**src/rtl/lif_neuron_layer2.sv**
```systemverilog
`default_nettype none
// ============================================================================
// Module      : lif_neuron_layer2
// Description : Single leaky integrate-and-fire neuron for layer 2. It
//               integrates a signed 8-bit current into a saturating signed
//               membrane potential and fires when the potential reaches
//               THRESHOLD. After each spike it ignores input for
//               REFRAC_CYCLES clocks. It keeps a saturating 8-bit spike count.
//               Optional feature macro: LIF_NEURON_LEAK_EN. When defined, the
//               membrane leaks by (membrane >>> LEAK_SHIFT) on each accepted
//               input.
// Revision    : 1.0 - initial release
// ============================================================================
module lif_neuron_layer2 #(
  parameter int MEM_WIDTH     = 10,
  parameter int THRESHOLD     = 64,
  parameter int LEAK_SHIFT    = 3,
  parameter int REFRAC_CYCLES = 2
) (
  input  logic                        clk,
  input  logic                        rst_n,
  input  logic                        clear,
  input  logic                        in_valid,
  input  logic [7:0]                  current,
  output logic                        in_ready,
  output logic                        spike,
  output logic signed [MEM_WIDTH-1:0] membrane,
  output logic [7:0]                  spike_count
);

  // Two guard bits are enough for mem - leak + current before saturating.
  localparam int W2 = MEM_WIDTH + 2;
  localparam int CW = $clog2(REFRAC_CYCLES + 2);

  localparam logic [CW-1:0]        REFRAC_LOAD = CW'(REFRAC_CYCLES);
  localparam logic [CW-1:0]        CNT_ONE     = CW'(1);
  localparam bit                   HAS_REFRAC  = (REFRAC_CYCLES != 0);
  localparam logic signed [W2-1:0] SAT_MAX     = {3'b000, {(MEM_WIDTH-1){1'b1}}};
  localparam logic signed [W2-1:0] SAT_MIN     = {3'b111, {(MEM_WIDTH-1){1'b0}}};
  localparam logic signed [31:0]   THR         = THRESHOLD;

`ifdef LIF_NEURON_LEAK_EN
  localparam bit LEAK_EN = 1'b1;
`else
  localparam bit LEAK_EN = 1'b0;
`endif

  typedef enum logic [0:0] {
    INTEGRATE = 1'b0,
    REFRAC    = 1'b1
  } state_t;

  state_t                        r_state;
  logic [CW-1:0]                 r_cnt;
  logic signed [MEM_WIDTH-1:0]   r_mem;
  logic                          r_spike;
  logic [7:0]                    r_count;

  logic signed [MEM_WIDTH-1:0]   w_leak;
  logic signed [W2-1:0]          w_mem_x;
  logic signed [W2-1:0]          w_leak_x;
  logic signed [W2-1:0]          w_cur_x;
  logic signed [W2-1:0]          w_sum;
  logic signed [MEM_WIDTH-1:0]   w_vnext;
  logic signed [31:0]            w_vcmp;
  logic                          w_fire;

  // The leak is a constant zero when the feature is compiled out.
  assign w_leak   = LEAK_EN ? (r_mem >>> LEAK_SHIFT) : '0;

  assign w_mem_x  = {{2{r_mem[MEM_WIDTH-1]}}, r_mem};
  assign w_leak_x = {{2{w_leak[MEM_WIDTH-1]}}, w_leak};
  assign w_cur_x  = {{(W2-8){current[7]}}, current};
  assign w_sum    = w_mem_x - w_leak_x + w_cur_x;

  // Clamp the widened sum back into the membrane range.
  always_comb begin
    w_vnext = w_sum[MEM_WIDTH-1:0];
    if (w_sum > SAT_MAX) begin
      w_vnext = SAT_MAX[MEM_WIDTH-1:0];
    end else if (w_sum < SAT_MIN) begin
      w_vnext = SAT_MIN[MEM_WIDTH-1:0];
    end
  end

  assign w_vcmp = {{(32-MEM_WIDTH){w_vnext[MEM_WIDTH-1]}}, w_vnext};
  assign w_fire = (w_vcmp >= THR);

  // Neuron state machine: integrate/fire, refractory countdown, soft clear.
  always_ff @(posedge clk or negedge rst_n) begin
    if (!rst_n) begin
      r_state <= INTEGRATE;
      r_cnt   <= '0;
      r_mem   <= '0;
      r_spike <= 1'b0;
      r_count <= 8'd0;
    end else begin
      r_spike <= 1'b0;
      if (clear) begin
        r_state <= INTEGRATE;
        r_cnt   <= '0;
        r_mem   <= '0;
        r_count <= 8'd0;
      end else begin
        case (r_state)
          INTEGRATE: begin
            if (in_valid) begin
              if (w_fire) begin
                r_mem   <= '0;
                r_spike <= 1'b1;
                if (r_count != 8'hFF) begin
                  r_count <= r_count + 8'd1;
                end
                if (HAS_REFRAC) begin
                  r_state <= REFRAC;
                  r_cnt   <= REFRAC_LOAD;
                end
              end else begin
                r_mem <= w_vnext;
              end
            end
          end
          REFRAC: begin
            r_cnt <= r_cnt - CNT_ONE;
            if (r_cnt <= CNT_ONE) begin
              r_state <= INTEGRATE;
              r_cnt   <= '0;
            end
          end
          default: begin
            r_state <= INTEGRATE;
            r_cnt   <= '0;
          end
        endcase
      end
    end
  end

  assign in_ready    = (r_state == INTEGRATE);
  assign spike       = r_spike;
  assign membrane    = r_mem;
  assign spike_count = r_count;

endmodule
`default_nettype wire

```
**config.mk**
```make
export PLATFORM = sky130hd
export DESIGN_NAME = lif_neuron_layer2
export DESIGN_NICKNAME = d
export VERILOG_FILES = /design/src/rtl/lif_neuron_layer2.sv
export SDC_FILE = /design/constraint.sdc
export NUM_CORES = 1
export LEC_CHECK = 0
export CAP_MARGIN = 20
export CORE_UTILIZATION = 55
export CTS_BUF_LIST = sky130_fd_sc_hd__clkbuf_2
export CTS_CLUSTER_DIAMETER = 120
export DETAILED_ROUTE_END_ITERATION = 7
export PLACE_DENSITY = 0.94
export SYNTH_ARGS = -nofsm -noshare
export SYNTH_HDL_FRONTEND = slang
export SYNTH_SLANG_ARGS = --single-unit
```
**constraint.sdc**
```tcl
create_clock -name clk -period 4.45 [get_ports clk]
set_input_delay 0.445 -clock clk [delete_from_list [all_inputs] [get_ports clk]]
set_output_delay 0.445 -clock clk [all_outputs]
set_load 0.005 [all_outputs]
```
==> impl.org <==
** Flow run
- Across the run, the number of max-cap violations was 0.

** Place
- Summed over all nets, the half-perimeter wirelength after detailed placement is between 2 and 3 mm.
- Post-placement cell count :: between 200 and 250
- Placer's final routability congestion estimate :: 0.867
- Port Buffers :: 31
- Timing analysis after detailed placement gives a worst setup slack of around 0.67 ns.

** Finish
- Summing all flip-flop and latch instances after layout gives 551 sq um.
- Proportion of layout cells with a drive suffix above 1 :: between 10% and 20%
- NumNets Final :: 233
- The library cell used most frequently in the layout, excluding fill and tap cells, is sky130_fd_sc_hd__clkdlybuf4s50_1.
- Leaving out fill and tap cells, the most frequent cells in the layout are 31 x sky130_fd_sc_hd__clkdlybuf4s50_1, 26 x sky130_fd_sc_hd__nor2_1, 22 x sky130_fd_sc_hd__dfrtp_1, 21 x sky130_fd_sc_hd__nand2_1, 11 x sky130_fd_sc_hd__ha_1.
- Fill cells in the final layout number around 220.
- Antenna fix cells :: 0
- Area grow syn2layout :: 20.9%
- Multi-input logic area :: around 0.0010 sq mm
- Once layout is complete, the cells apart from fillers number 239.

** Routing
- The first detailed-routing pass took 4 iterations.
- Number of DRC violations after detailed routing :: 0
- Using the TritonRoute via totals, the vias-per-cell ratio works out to 5.97.
- First DRT Iteration DRCs :: 63
- Routed via count :: ~1400
- Routed len/inst :: 14.1 microns
- Total wire length :: ~3.4 mm
- In this run the remaining antenna-violating nets after routing total 0.

** STA
- The worst pin sits at a relative slew slack of 34.3%.
- For this run, the top clock speed supported by timing is just under 0.3 GHz.
- For the final database, setup skew stands at 0.0104 ns.
- After layout, the worst setup slack is around 1.1 ns.
- Unrepaired setup endpoints after global routing :: false
- The total count of max-transition violations in the final report came to 0.
- Final min period :: between 3 and 4 ns
- The number of failing hold endpoints at the final stage is 0.
- Transition time at the pin with the least slew margin :: 0.982 ns
- Accumulated negative setup slack :: 0 ns
- Setup violations remaining at the end of the flow were counted as 0.
- Dividing the final minimum period by the clock period gives between 70% and 80%.

** Clocking
- Buffers added to address setup during post-CTS repair amount to 0.
- CTS placed an instance of sky130_fd_sc_hd__clkbuf_2 at the clock tree root.
- # hold bufs at CTS :: 0
- Clock tree synthesis found a total of 22 sinks.
- Clock tree synthesis inserted a total of 3 buffers.
- Clock latency on the worst-skew pair :: between 0.3 and 0.4 ns
- TritonCTS built the clock tree.
- Maximum clock insertion buffer count :: 2
- CTS built an H-tree with a depth of 1.
- Number of gates given a new drive strength after cts :: 0
- Clock-pin slew was measured on the worst setup and hold paths at 0.21 ns.

** Setup path
- Maximum fanout along the worst path :: 13
- Data required time of the critical path :: approximately 4.7 ns
- The critical path is of the in2reg type.
- Nature of the critical path endpoint :: flip-flop
- STA classifies the critical path startpoint as an input pin.
- Data on the critical path arrives at its endpoint at roughly 3.6 ns.

** Pwr
- Static leakage :: roughly 0.81 nW
- Power per standard cell area :: roughly 250 mW/mm^2
- Reg power frac :: between 40% and 50%
- Net switching is between 30% and 40% of the power.
- IR analysis of the VDD net gives a maximum drop of around 0.25 mV.
- Part of the total power dissipated in combinational logic :: between 30 and 40%
- The internal power of the cells totals about 0.32 mW.
- The analysis attributes to net switching a power of ~0.18 mW.
- The clock network accounts for 16.7% of the total power.

** Floorplanning
- Die boundary height :: 56.4 microns
- Row count :: 19
- Starting density of the core :: between 50 and 60%
- During I/O placement, the number of pins put on the boundary was 32.
- The die covers 0.00319 sq mm.
- The total area inside the core boundary comes to ~0.0028 sq mm.
- In this run the horizontal extent of the chip is roughly 56 microns.

** Synthesis
- The Yosys step of the flow raised 0 warnings.
- The cell area that synthesis handed to floorplanning was approximately 0.0016 sq mm.
- After synthesis the netlist holds a flip-flop and latch count of 22.
- Sequential element share of the synthesized area :: around a third
- Share of synthesized registers carrying an async set or reset :: between 90% and 100%
- Post-synth EDFFs :: 0
- Post-synth top flop :: sky130_fd_sc_hd__dfrtp_1
- Synth Net Count :: roughly 200
- After technology mapping, the gate count stands at roughly 180.
- In this run, distinct cell masters in the synthesized netlist total 47.
- Synth Area per Inst :: ~9.2 sq um

** Global route
- Global-route wire length before repair :: about 5.7 mm
- The global routing stage identified its most utilized layer as met2.
- Global routing consumed, over all layers together, around 23% of the routing resources.
- Entering global routing, the biggest net connects 23 pins.
- GRT overflow :: 0
- Global-route track usage on met2 :: 34.5%
- The via count of the first global-routing pass came to about 1300.
- In the global route stage, met3 resource usage came out at between 3 and 4%.
- Met1 track demand over resource :: a little under a third
- Antenna violations before repair :: 0

** Worst hold path
- Hold/Removal Path Class :: reg2reg

** Outcome
- Run status :: finished clean
==> worst paths after layout <==
check,from,end,slack (ns),depth (start not counted)
worst max-delay path,current[0],spike_count[0],1.07,11
worst min register to register,r_cnt[0],r_cnt[0],0.51,1
worst max register to register,membrane[0],spike_count[0],1.20,10
min in group asynchronous,rst_n,spike_count[0],0.61,1
worst min-delay path,r_cnt[0],r_cnt[0],0.51,1
max in group asynchronous,rst_n,spike_count[7],3.25,1
==> flip-flops by register name, summed over array words and instances, names as in the netlist <==
register / flops
spike_count: 8
r_state: 1
membrane: 10
spike: 1
r_cnt: 2
==> layer usage <==
layer | up-vias | wire, microns | share of wire [%]
li1 | 706 | - | -
met1 | 662 | 1590 | 47
met2 | 48 | 1510 | 45
met3 | 11 | 193 | 5.7
met4 | 0 | 70 | 2.1
met5 | - | 0 | 0
==> cells in the mapped netlist, drive strengths merged, types with 2 or more instances <==
master	n	area, sq um
a211oi	7	57.6
a21o	2	15.0
a21oi	6	41.3
buf	2	15.0
dfrtp	22	551
ha	11	138
inv	6	22.5
mux2	4	48.8
nand2	21	78.8
nand2b	5	31.3
nand3	3	15.0
nand4	3	18.8
nor2	26	97.6
nor2b	7	51.3
nor3	2	10.0
nor3b	2	15.0
nor4	5	37.5
o21ai	8	40.0
o22ai	4	31.3
o31ai	7	86.3
or3	4	30.0
xnor2	4	35.0
xor2	2	17.5
==> logic make-up after synthesis <==
kind of cell | Yosys count | share of synthesized area, %
xor gates and xnor gates | 6 | 3.22
DFF | 22 | 33.8
adders and majority gates | 12 | 9.67
muxes | 5 | 3.61
buffers and inverters | 10 | 3.07
AOI/OAI and AO/OA | 41 | 21.7
and+or+nand+nor | 81 | 24.9
==> per-stage QoR <==
stage	total power, mW	hold slack [ns]	area (sq um)	util (%)
after floorplan	0.354	0.149	1630	-
after CTS	0.493	0.515	1970	70.9
final	0.495	0.514	1970	70.9
after detailed placement	0.415	0.495	1950	70.2
after global placement	0.410	0.483	1950	70.2
after global routing	0.523	0.542	1970	70.9
==> critical path: stages <==
cell and delay (ns):
sky130_fd_sc_hd__clkdlybuf4s50_1 0.46, sky130_fd_sc_hd__ha_1 0.19, sky130_fd_sc_hd__inv_1 0.06, sky130_fd_sc_hd__fa_1 0.43, sky130_fd_sc_hd__nor2b_4 0.16, sky130_fd_sc_hd__o31ai_4 0.08, sky130_fd_sc_hd__a211oi_1 0.31, sky130_fd_sc_hd__o21ai_0 0.22
sky130_fd_sc_hd__a2111oi_4 0.75, sky130_fd_sc_hd__nor4_1 0.21, sky130_fd_sc_hd__mux2_2 0.32
==> power groups by stage <==
stage | clock network (mW) | logic, mW | registers (mW)
detailed placement | 0 | 0.186 | 0.228
global route | 0.0901 | 0.206 | 0.227
floorplan | 0 | 0.128 | 0.226
global placement | 0 | 0.182 | 0.228
finish | 0.0826 | 0.187 | 0.225
CTS | 0.0814 | 0.187 | 0.225
==> final cells by class <==
| type | count | share of cell area (%) |
|---|---|---|
| inverters | 6 | 1.14 |
| multi-input cells | 145 | 52.3 |
| clock buffers | 3 | 0.762 |
| well taps | 31 | 1.97 |
| clock inverters | 1 | 0.190 |
| flip-flops and latches | 22 | 27.9 |
| repair buffers | 31 | 15.7 |
Power figures use the tool's default switching activity.
==> variant: new RTL, same flow settings <==
The localparam `LEAK_EN` goes from 1'b0 to 1'b1.
--- a/src/rtl/lif_neuron_layer2.sv
+++ b/src/rtl/lif_neuron_layer2.sv
@@ -44,3 +44,3 @@
 `else
-  localparam bit LEAK_EN = 1'b0;
+  localparam bit LEAK_EN = 1'b1;
 `endif
Function: changed (Yosys sat finds a counterexample within 4 cycles, from zero or initial values and one cycle with rst_n low).
==> variant against the unedited design <==
Final area increased by 21%; worst setup slack got worse by 280 ps; first-iteration DRC count increased by 79%; wire length up 25%; synthesized area up 24%; count of clock-buffer cells in the layout is the same; die area grew 23%; sequential cell count stayed put; highest routed layer unchanged.
Power is left out: it rests on default switching activity, and per cell area and clock period it moved more than threefold.
==> variant: results (changes against the unedited design) <==
Outcome
  – Status: finished, final reports clean

Logic synthesis
  – Synth top area cells: dfrtp_1 27%, ha_1 9.9%, inv_1 7.1%
  – Yosys cell types: 56 (+19%)
  – Warnings from Yosys: 0 (unchanged)
  – Mapped Nets: 244 (+21%)
  – Register area share after synthesis: 27.33% (-6.4 points)
  – Post-synth top cells: 38 x inv_1, 22 x dfrtp_1, 16 x ha_1
  – Post-synth top area cell: dfrtp_1

Finish
  – Post-layout net count: 276 (+18%)
  – Layout filler cell count: 257 (+20%)
  – Share of layout cells above drive strength 1: 12.50% (+1.9 points)

Global route
  – Global Route Usage Sum: 23.62% (+1.0 points)
  – First-pass GRT wire length: 7.438 mm (+32%)
  – Number of global-route vias before repair: 1641 (+30%)
  – Initial antenna violation count: 0 (unchanged)

Worst setup path
  – FF-to-FF End: spike_count[7]
  – CP max FO: 11 (-2)
  – Delay-heaviest family, CP: compound AO/OA/AOI/OAI gates
  – Worst Setup SP: current[6]
  – Max incr delay on CP: 530 ps (-220 ps)
  – Crit path max-delay cell type: fa_1
  – Worst reg-to-reg path cell count: 11 (+1)
  – Reg2reg setup slack: 830 ps (-370 ps)
  – RR Startpoint: membrane[4]

Clocking
  – Worst-Skew Late Latency: 340 ps (about the same)
  – TritonCTS Buffers: 3 (unchanged)
  – Clock transition at path regs: 210 ps (about the same)
  – Post-CTS Resized: 0 (unchanged)

Route
  – Final WL: 4.202 mm (+25%)
  – DR vias/cell: 5.902 (-1.1%)
  – Initial DRC Count: 113 (+79%)

Timing
  – Clk_skew: 1.267 ps (-9.109 ps)
  – Worst Hold Margin: 552.1 ps (+38.41 ps)
  – Actual slew at the worst max-slew pin: 967.6 ps (-14.53 ps)

Worst hold path
  – Hold Path End: membrane[0]
  – Hold Crit Start: membrane[0]
  – Worst hold-check path type: flop to flop

Placed design
  – Dpl hpwl: 3.217 mm (+24%)
  – RD Place Congestion: 0.9002 (+3.8%)
[variant: layout make-up]
class	count	area share, %
Multi-Input combinational cell	144	53.48
Sequential cell	22	23.00
Timing Repair Buffer	32	13.28
Inverter	38	5.959
Tap cell	46	2.405
Clock inverter	1	1.255
Clock buffer	3	0.6273
[variant: worst max-delay path by stage]
stage | end | slack (ps) | cells past startpoint
after floorplan | spike_count[0] | 1140 | 12
after global placement | spike_count[5] | 550 | 13
after detailed placement | spike_count[7] | 470 | 13
after CTS | spike_count[7] | 820 | 13
after global routing | spike_count[7] | 610 | 12
final | spike_count[7] | 790 | 13
[variant: metrics by stage]
step                area (um2)  worst slack (ps)  cells
global placement          2349             546.0    282
detailed placement        2349             469.9    282
global route              2394             613.0    286
floorplan                 2014              1143    209
finish                    2394             792.8    286
CTS                       2394             820.9    286
[variant: layer usage]
layer	GRT usage, %	part of all wire, %
met1	29.73	44
met2	40.90	51
met4	4.651	0.55
met3	5.839	4.4
met5	0	0
[variant: kinds of logic after synthesis]
logic type      count (synthesis)  share of synthesized area, %
buf+inv                        43                         9.131
flops                          22                         27.33
compound gates                 59                         26.09
simple gates                   51                         14.47
xor+xnor                        6                         2.609
mux                             5                         3.478
fa+ha+maj                      23                         16.89
